<file path="config.mk">
export PLATFORM = sky130hd
export DESIGN_NAME = parity_frame_flat
export DESIGN_NICKNAME = d
export VERILOG_FILES = /design/src/rtl/parity_frame_if.sv /design/src/rtl/parity_frame.sv /design/src/flat_wrapper.sv
export SDC_FILE = /design/constraint.sdc
export NUM_CORES = 1
export LEC_CHECK = 0
export ABC_AREA = 1
export BUFFER_PORTS_ARGS = -buffer_cell sky130_fd_sc_hd__buf_2
export CAP_MARGIN = 20
export CORE_ASPECT_RATIO = 1.4
export CORE_MARGIN = 4
export CORE_UTILIZATION = 35
export CTS_CLUSTER_SIZE = 8
export DETAILED_ROUTE_END_ITERATION = 8
export HOLD_SLACK_MARGIN = 0.12
export PLACE_DENSITY = 0.58
export SLEW_MARGIN = 30
export SYNTH_ARGS = -nofsm -noshare
export SYNTH_HDL_FRONTEND = slang
export SYNTH_SLANG_ARGS = --single-unit
</file>
<file path="constraint.sdc">
create_clock -name clk -period 2.5 [get_ports clk]
set_clock_uncertainty 0.15 [all_clocks]
set_input_delay 0 -clock clk [delete_from_list [all_inputs] [get_ports clk]]
set_output_delay 0 -clock clk [all_outputs]
set_load 0.01 [all_outputs]
</file>
<file path="src/rtl/parity_frame_if.sv">
// Word-stream and frame-result signals of parity_frame.
// The source/consumer side uses master; the block itself uses slave.
interface parity_frame_if #(
    parameter int WIDTH     = 8,
    parameter int MAX_WORDS = 16
) ();
    localparam int CW = $clog2(MAX_WORDS + 1);

    logic [WIDTH-1:0] din0;
    logic             din_valid;
    logic             din_last;
    logic             din_ready;
    logic             chk_bit;
    logic             even_out;
    logic             odd_out;
    logic             frm_valid;
    logic             frm_ready;
    logic             frm_even;
    logic             frm_odd;
    logic             frm_err;
    logic [CW-1:0]    frm_count;
    logic             overflow;

    modport master (
        output din0, din_valid, din_last, chk_bit, frm_ready,
        input  din_ready, even_out, odd_out, frm_valid, frm_even,
               frm_odd, frm_err, frm_count, overflow
    );

    modport slave (
        input  din0, din_valid, din_last, chk_bit, frm_ready,
        output din_ready, even_out, odd_out, frm_valid, frm_even,
               frm_odd, frm_err, frm_count, overflow
    );
endinterface

</file>
<file path="src/rtl/parity_frame.sv">
// Streaming per-word parity plus frame-level parity accumulation and check.
// A frame closes on din_last or on reaching MAX_WORDS words, then holds its result.
module parity_frame #(
    parameter int WIDTH     = 8,
    parameter int MAX_WORDS = 16
) (
    input  logic           clk,
    input  logic           rst,
    parity_frame_if.slave  bus
);
    localparam int            CW      = $clog2(MAX_WORDS + 1);
    localparam logic [CW-1:0] MAX_CNT = CW'(MAX_WORDS);

    typedef enum logic [1:0] {IDLE, ACCUM, HOLD} state_t;

    state_t           state;
    state_t           state_next;
    logic [WIDTH-1:0] word;
    logic             word_par;
    logic             accept;
    logic             close;
    logic             at_max;
    logic             acc;
    logic             acc_next;
    logic [CW-1:0]    cnt;
    logic [CW-1:0]    cnt_inc;

    logic             even_q;
    logic             odd_q;
    logic             frm_valid_q;
    logic             frm_even_q;
    logic             frm_err_q;
    logic [CW-1:0]    frm_count_q;
    logic             overflow_q;

    assign word     = bus.din0;
    assign word_par = ^word;

    assign bus.din_ready = (state != HOLD);
    assign accept        = bus.din_valid & bus.din_ready;

    // In IDLE the accumulator and count are treated as empty, so a new frame
    // never inherits anything from the previous one.
    always_comb begin
        acc_next = word_par;
        cnt_inc  = CW'(1);
        if (state == ACCUM) begin
            acc_next = acc ^ word_par;
            cnt_inc  = cnt + CW'(1);
        end
    end

    assign at_max = (cnt_inc == MAX_CNT);
    assign close  = accept & (bus.din_last | at_max);

    always_ff @(posedge clk or posedge rst) begin
        if (rst) begin
            state <= IDLE;
        end else begin
            state <= state_next;
        end
    end

    always_comb begin
        state_next = state;
        case (state)
            IDLE: begin
                if (accept) begin
                    state_next = close ? HOLD : ACCUM;
                end
            end
            ACCUM: begin
                if (close) begin
                    state_next = HOLD;
                end
            end
            HOLD: begin
                if (bus.frm_ready) begin
                    state_next = IDLE;
                end
            end
            default: state_next = IDLE;
        endcase
    end

    // Frame results stay latched after the handshake until the next frame closes.
    always_ff @(posedge clk or posedge rst) begin
        if (rst) begin
            even_q      <= 1'b0;
            odd_q       <= 1'b1;
            acc         <= 1'b0;
            cnt         <= '0;
            frm_valid_q <= 1'b0;
            frm_even_q  <= 1'b0;
            frm_err_q   <= 1'b0;
            frm_count_q <= '0;
            overflow_q  <= 1'b0;
        end else begin
            if (accept) begin
                even_q <= word_par;
                odd_q  <= ~word_par;
                acc    <= acc_next;
                cnt    <= cnt_inc;
            end
            if (close) begin
                frm_valid_q <= 1'b1;
                frm_even_q  <= acc_next;
                frm_err_q   <= bus.chk_bit ^ acc_next;
                frm_count_q <= cnt_inc;
                overflow_q  <= at_max & ~bus.din_last;
            end else if ((state == HOLD) && bus.frm_ready) begin
                frm_valid_q <= 1'b0;
                acc         <= 1'b0;
                cnt         <= '0;
            end
        end
    end

    assign bus.even_out  = even_q;
    assign bus.odd_out   = odd_q;
    assign bus.frm_valid = frm_valid_q;
    assign bus.frm_even  = frm_even_q;
    assign bus.frm_odd   = ~frm_even_q;
    assign bus.frm_err   = frm_err_q;
    assign bus.frm_count = frm_count_q;
    assign bus.overflow  = overflow_q;
endmodule

</file>
<file path="src/flat_wrapper.sv">
// flat-port wrapper written by rule: the top's interface ports become plain ports
module parity_frame_flat 
#(
    parameter int WIDTH     = 8,
    parameter int MAX_WORDS = 16
)
  (clk, rst, bus_din0, bus_din_valid, bus_din_last, bus_chk_bit, bus_frm_ready, bus_din_ready, bus_even_out, bus_odd_out, bus_frm_valid, bus_frm_even, bus_frm_odd, bus_frm_err, bus_frm_count, bus_overflow);
  parity_frame_if #(.WIDTH(WIDTH), .MAX_WORDS(MAX_WORDS)) bus_i ();
  input  logic clk;
  input  logic rst;
  input wire logic [$bits(bus_i.din0)-1:0] bus_din0;
  input wire logic [$bits(bus_i.din_valid)-1:0] bus_din_valid;
  input wire logic [$bits(bus_i.din_last)-1:0] bus_din_last;
  input wire logic [$bits(bus_i.chk_bit)-1:0] bus_chk_bit;
  input wire logic [$bits(bus_i.frm_ready)-1:0] bus_frm_ready;
  output wire logic [$bits(bus_i.din_ready)-1:0] bus_din_ready;
  output wire logic [$bits(bus_i.even_out)-1:0] bus_even_out;
  output wire logic [$bits(bus_i.odd_out)-1:0] bus_odd_out;
  output wire logic [$bits(bus_i.frm_valid)-1:0] bus_frm_valid;
  output wire logic [$bits(bus_i.frm_even)-1:0] bus_frm_even;
  output wire logic [$bits(bus_i.frm_odd)-1:0] bus_frm_odd;
  output wire logic [$bits(bus_i.frm_err)-1:0] bus_frm_err;
  output wire logic [$bits(bus_i.frm_count)-1:0] bus_frm_count;
  output wire logic [$bits(bus_i.overflow)-1:0] bus_overflow;
  assign bus_i.din0 = bus_din0;
  assign bus_i.din_valid = bus_din_valid;
  assign bus_i.din_last = bus_din_last;
  assign bus_i.chk_bit = bus_chk_bit;
  assign bus_i.frm_ready = bus_frm_ready;
  assign bus_din_ready = bus_i.din_ready;
  assign bus_even_out = bus_i.even_out;
  assign bus_odd_out = bus_i.odd_out;
  assign bus_frm_valid = bus_i.frm_valid;
  assign bus_frm_even = bus_i.frm_even;
  assign bus_frm_odd = bus_i.frm_odd;
  assign bus_frm_err = bus_i.frm_err;
  assign bus_frm_count = bus_i.frm_count;
  assign bus_overflow = bus_i.overflow;
  parity_frame #(.WIDTH(WIDTH), .MAX_WORDS(MAX_WORDS)) u_core (.clk(clk), .rst(rst), .bus(bus_i));
endmodule
</file>
=== Word level (Yosys, flattened, before mapping) ===
Index checks and enable logic that the tools add are counted.

* Bits in registers: 19
* Bits of input ports: 14
* Output and inout bits: 13
* Logic and storage cells: 47

* Add/sub/neg operators: 1
* Equal/unequal tests: 7
* Mux-type cells: 15
* Bitwise gates (word level): 9
* Reductions and logical operators: 5

{| class="wikitable"
|+ Operator list
! cell !! count
|-
| 5-bit two-way mux || 4
|-
| 2-bit two-way mux || 4
|-
| 8-bit XOR reduction || 1
|-
| 1-bit two-way mux || 6
|-
| 2-bit one-hot mux with 3 select lines || 1
|-
| 5-bit by 1-bit adder with 5-bit output (second input constant) || 1
|-
| 5-bit equality test (second input constant) || 1
|-
| 2-bit by 1-bit != test with 1-bit output (second input constant) || 2
|-
| 2-bit != test (second input constant) || 2
|-
| 1-bit bitwise AND || 3
|-
| 1-bit inverter || 3
|-
| 3-bit AND reduction || 1
|-
| 2-bit by 1-bit equality test with 1-bit output (second input constant) || 1
|-
| 2-bit equality test (second input constant) || 1
|-
| 2-bit logical NOT || 1
|-
| 2-bit nonzero test || 1
|-
| 1-bit bitwise XOR || 2
|-
| 1-bit logical AND || 1
|-
| 1-bit bitwise OR || 1
|}

=== Logic depth before layout (Yosys ltp) ===
* Word-level depth: 8
* Depth in mapped cells: 12
* Depth with buffers taken out: 12

=== Worst setup path before layout ===
No wires, ideal clock.

* Kind: register -> register
* Start point: register u_core.cnt[0]
* End point: register u_core.frm_count_q[4], in the netlist u_core.bus.frm_count[4]
* Library setup time: 0.123 ns
* Arrival time: 1.531 ns
* Data required time: 2.227 ns
* Path slack: 0.696 ns
* Stages on the path, launching flop included: 12
* Buffers on the path: 1
* Period minus slack after synthesis: 1.804 ns
* Cell sequence: dfrtp_1 > ha_1 > or2_1 > nand3_2 > nand3_1 > nor2_1 > nand3_2 > nand2_4 > inv_2 > buf_6 > nand2_2 > o21ai_2

* Longest elaborated chain between the ends: 5

{| class="wikitable"
|+ RTL lines
! what !! line !! RTL
|-
| start: declaration || parity_frame.sv:25 || <nowiki>logic [CW-1:0] cnt;</nowiki>
|-
| start signal: assignment || parity_frame.sv:103 || <nowiki>cnt <= cnt_inc;</nowiki>
|-
| 5-bit by 1-bit adder with 5-bit output * || parity_frame.sv:49 || <nowiki>cnt_inc = cnt + CW'(1);</nowiki>
|-
| 5-bit two-way mux * || parity_frame.sv:47 || <nowiki>if (state == ACCUM) begin</nowiki>
|-
| 5-bit equality test || parity_frame.sv:53 || <nowiki>assign at_max = (cnt_inc == MAX_CNT);</nowiki>
|-
| 1-bit bitwise OR || parity_frame.sv:54 || <nowiki>assign close = accept & (bus.din_last | at_max);</nowiki>
|-
| 1-bit bitwise AND || parity_frame.sv:54 ||
|-
| end signal: assignment || parity_frame.sv:109 || <nowiki>frm_count_q <= cnt_inc;</nowiki>
|-
| end: declaration || parity_frame.sv:33 || <nowiki>logic [CW-1:0] frm_count_q;</nowiki>
|}

Mark *: on every way between the ends. The rest lies on a longest branch, timed or not.
A chain may end at the register's enable or synchronous reset.

=== Worst setup path after layout ===
* Start point: register u_core.cnt[0]
* End point: register u_core.state[1]

* Longest elaborated chain between the ends: 8
* Elaborated cells between the ends (all ways): 10
* Those cells by class: 1 x add/sub; 2 x eq/ne; 4 x mux; 2 x bitwise; 1 x reduce/logical

{| class="wikitable"
|+ RTL lines
! what !! line !! RTL
|-
| 5-bit by 1-bit adder with 5-bit output * || parity_frame.sv:49 ||
|-
| 5-bit two-way mux * || parity_frame.sv:47 ||
|-
| 5-bit equality test * || parity_frame.sv:53 ||
|-
| 1-bit bitwise OR * || parity_frame.sv:54 ||
|-
| 1-bit bitwise AND * || parity_frame.sv:54 ||
|-
| 2-bit two-way mux || parity_frame.sv:69 || <nowiki>state_next = close ? HOLD : ACCUM;</nowiki>
|-
| 2-bit two-way mux || parity_frame.sv:68 || <nowiki>if (accept) begin</nowiki>
|-
| 2-bit one-hot mux with 3 select lines || parity_frame.sv:66 || <nowiki>case (state)</nowiki>
|-
| end signal: assignment || parity_frame.sv:60 || <nowiki>state <= state_next;</nowiki>
|-
| end: declaration || parity_frame.sv:16 || <nowiki>state_t state;</nowiki>
|}

Mark *: on every way between the ends. The rest lies on a longest branch, timed or not. The select of a mux whose other input is x is not followed.

==> out/metrics.cfg <==
[floorplanning]
die_y_um=74.9
start_util_pct=36.2
die_area_mm2=0.00418
coreArea_mm2=0.00309
chipWidth_um=55.8
num_rows=24
pin_count=27

[detailed_routing]
first_pass_iters=4
final_antenna_net_count=0
drt_iter0_markers=20
drc=0
via_per_inst=4.61
avgRoutedWirePerCell_um=10.5
num_vias=1075
drt_wl_total_um=2440

[synth]
synth_edf_count=0
async_flop_share_pct=100
post-synth-top-area-fraction_pct=40.3
yosysMostFrequentCell=nand2_1
synthTopCellsByArea=dfrtp_1 (40%), nand2_1 (19%), inv_1 (7.4%)
postSynthAreaPerCell_um2=7.12
synth_area_mm2=0.00112
synthesis.nets=172
ys_seq_area_share_pct=42.6
ys_ff_latch=19
yosys_warnings=0
ys_types=21
synth_cells=157
synth-main-ff-cell=dfrtp_1
synth_common_cells=nand2_1 (57), inv_1 (22), dfrtp_1 (18)
yosys.area.top_type=dfrtp_1

[sta]
finalSetupViolCount=0
finalHoldViolCount=0
layout_setup_ws_ns=0.180
fin_crit_ns=2.32
max_slew.worst_pin.slew_ns=0.723
slew_violations=0
clock.fmax_mhz=431
maxSlewHeadroom_pct=51.7
rsz0062_at_grt=false
fin_hold_ws_ns=0.121
post-route-period-util_pct=92.8
fin_setup_tns_ns=0

[pwr]
ir_drop_uv=246
power.total_uw=910
clkPwrFrac_pct=23.7
power_frac_seq_pct=44.5
p_int_uw=594
power_frac_comb_pct=31.8
p_per_area_mw_per_mm2=642
p_leak_nw=0.792
sw_frac_of_total_pct=34.7
power.switching_uw=316

[global_route]
grt_pass1_wl_um=4330
grtUsageTotal_pct=13.2
antenna_found_initial=0
grt_max_degree=20
grt_pass1_vias=1040
grt_overflow_total=0

[critical_path]
worstSetupPathType=flop to flop
cpMostUsedCell=nand3_2
cp-start-kind=flop
cp.buffers_inverters=2
cpPeakStageDelay_ns=0.55
critPathCaptureType=flop
arrival_ns=2.37
crit_path_top_delay_cell=dlygate4sd3_1
worstPathRequired_ns=2.55
crit_fanout=13
crit_family=simple AND/OR/NAND/NOR gates
worstPathCellList=ha_1 -> or2_1 -> nand3_2 -> nand3_1 -> nor2_1 -> nand3_2 -> nand2_4 -> inv_4 -> o21ai_2 -> dlygate4sd3_1

[status]
status=finished clean

[final_layout]
drive_gt1_share_pct=24.7
nets=210
fin_cells=233
final_area_mm2=0.00142
synthToLayoutAreaGrowth_pct=26.7
fin_util_pct=45.8
diodes=0

[cts]
clock-root-buffer=clkbuf_8
numCtsBuffers=3
clkTransAtPathRegs_ns=0.08
worstSkewPairLatency_ns=0.26
cts_max_path_buffers=2
htreeDepth=1
cts_tree=done
clock_sinks=19

[placed_design]
placed_area_mm2=0.00129
pre_cts_ws_ns=0.591
dpl.cell_count=221
numPortBuffers=26
dp_hpwl_um=1970
place_congestion=0.802

[run]
maxCapViolations=0

[hold_path]
holdCritPathClass=primary input to flop

[final cells by class]
| type | count | area, um^2 |
|---|---|---|
| clock buffers | 3 | 41.3 |
| inverters | 26 | 100 |
| flip-flops and latches | 19 | 477 |
| fillers | 332 | 1680 |
| multi-input cells | 111 | 533 |
| repair buffers | 34 | 210 |
| well taps | 39 | 48.8 |
| clock inverters | 1 | 7.51 |
[placed cells by master, fill, tap and decap left out, types with 2 or more instances in the layout]
cell           synthesis  routed
a21oi_1                5       5
buf_2                  0      26
clkbuf_8               0       3
dfrtp_1               18      18
dlygate4sd3_1          0       8
inv_1                 22      22
inv_2                  3       2
nand2_1               57      57
nand2_2                3       3
nand3_1               10      10
nand3_2                2       2
nor2_1                16      16
o21ai_0                5       5
o21ai_2                6       6
[registers in the layout, indices dropped and copies added, names as in the netlist]
| register | flops |
|---|---|
| u_core.bus.frm_count | 5 |
| u_core.state | 2 |
| u_core.acc | 1 |
| u_core.bus.odd_out | 1 |
| u_core.bus.frm_even | 1 |
| u_core.bus.overflow | 1 |
| u_core.bus.even_out | 1 |
| u_core.bus.frm_err | 1 |
| u_core.cnt | 5 |
| u_core.bus.frm_valid | 1 |
[final timing paths]
path	depth (start not counted)	end	slack, ns	from
min reg2reg	2	u_core.bus.frm_count[0]$_DFFE_PP0P_	0.34	u_core.bus.frm_count[0]$_DFFE_PP0P_
max	10	u_core.state[1]$_DFFE_PP0P_	0.18	u_core.cnt[0]$_DFF_PP0_
min	7	u_core.bus.even_out$_DFFE_PP0P_	0.12	bus_din0[7]
max in group asynchronous	3	u_core.cnt[2]$_DFF_PP0_	1.49	rst
max reg2reg	10	u_core.state[1]$_DFFE_PP0P_	0.18	u_core.cnt[0]$_DFF_PP0_
min in group asynchronous	3	u_core.bus.frm_count[4]$_DFFE_PP0P_	0.25	rst
[worst min-delay path: stages]
cell	delay [ns]
buf_2	0.11
nand2_1	0.06
nand2_1	0.06
nand2_1	0.05
nand2_1	0.05
nand2_1	0.08
a31oi_1	0.08
[cells by family (layout without fill, tap and decap cells)]
family | Yosys count | in the layout | synth area share [%]
buf+inv | 27 | 64 | 9.73
simple gates | 92 | 92 | 36.1
flops | 19 | 19 | 42.6
compound gates | 18 | 18 | 10.4
fa+ha+maj | 1 | 1 | 1.12
[what timing repair did]
item                                    4_1_cts  5_1_grt
buffers inserted                              0        0
endpoints found under the setup margin        0        1
endpoints found under the hold margin        32        0
hold buffers                                  8        0
gates resized for setup                       0        2
[layer usage]
layer	part of all wire, %	up-vias	wire (um)	global-route usage [%]
met4	1.6	0	40	8.11
met3	3.5	2	86	1.37
li1	-	557	-	-
met5	0	-	0	0
met2	55	19	1350	25.5
met1	39	497	962	13.6
[power by group through the flow]
stage / registers, mW / clock network (mW) / logic (mW)
floorplan: 0.422 / 0 / 0.177
global placement: 0.409 / 0 / 0.276
detailed placement: 0.411 / 0 / 0.284
CTS: 0.406 / 0.226 / 0.296
global route: 0.414 / 0.244 / 0.330
finish: 0.405 / 0.216 / 0.289
Note: power is estimated with default switching activity, not from simulation.
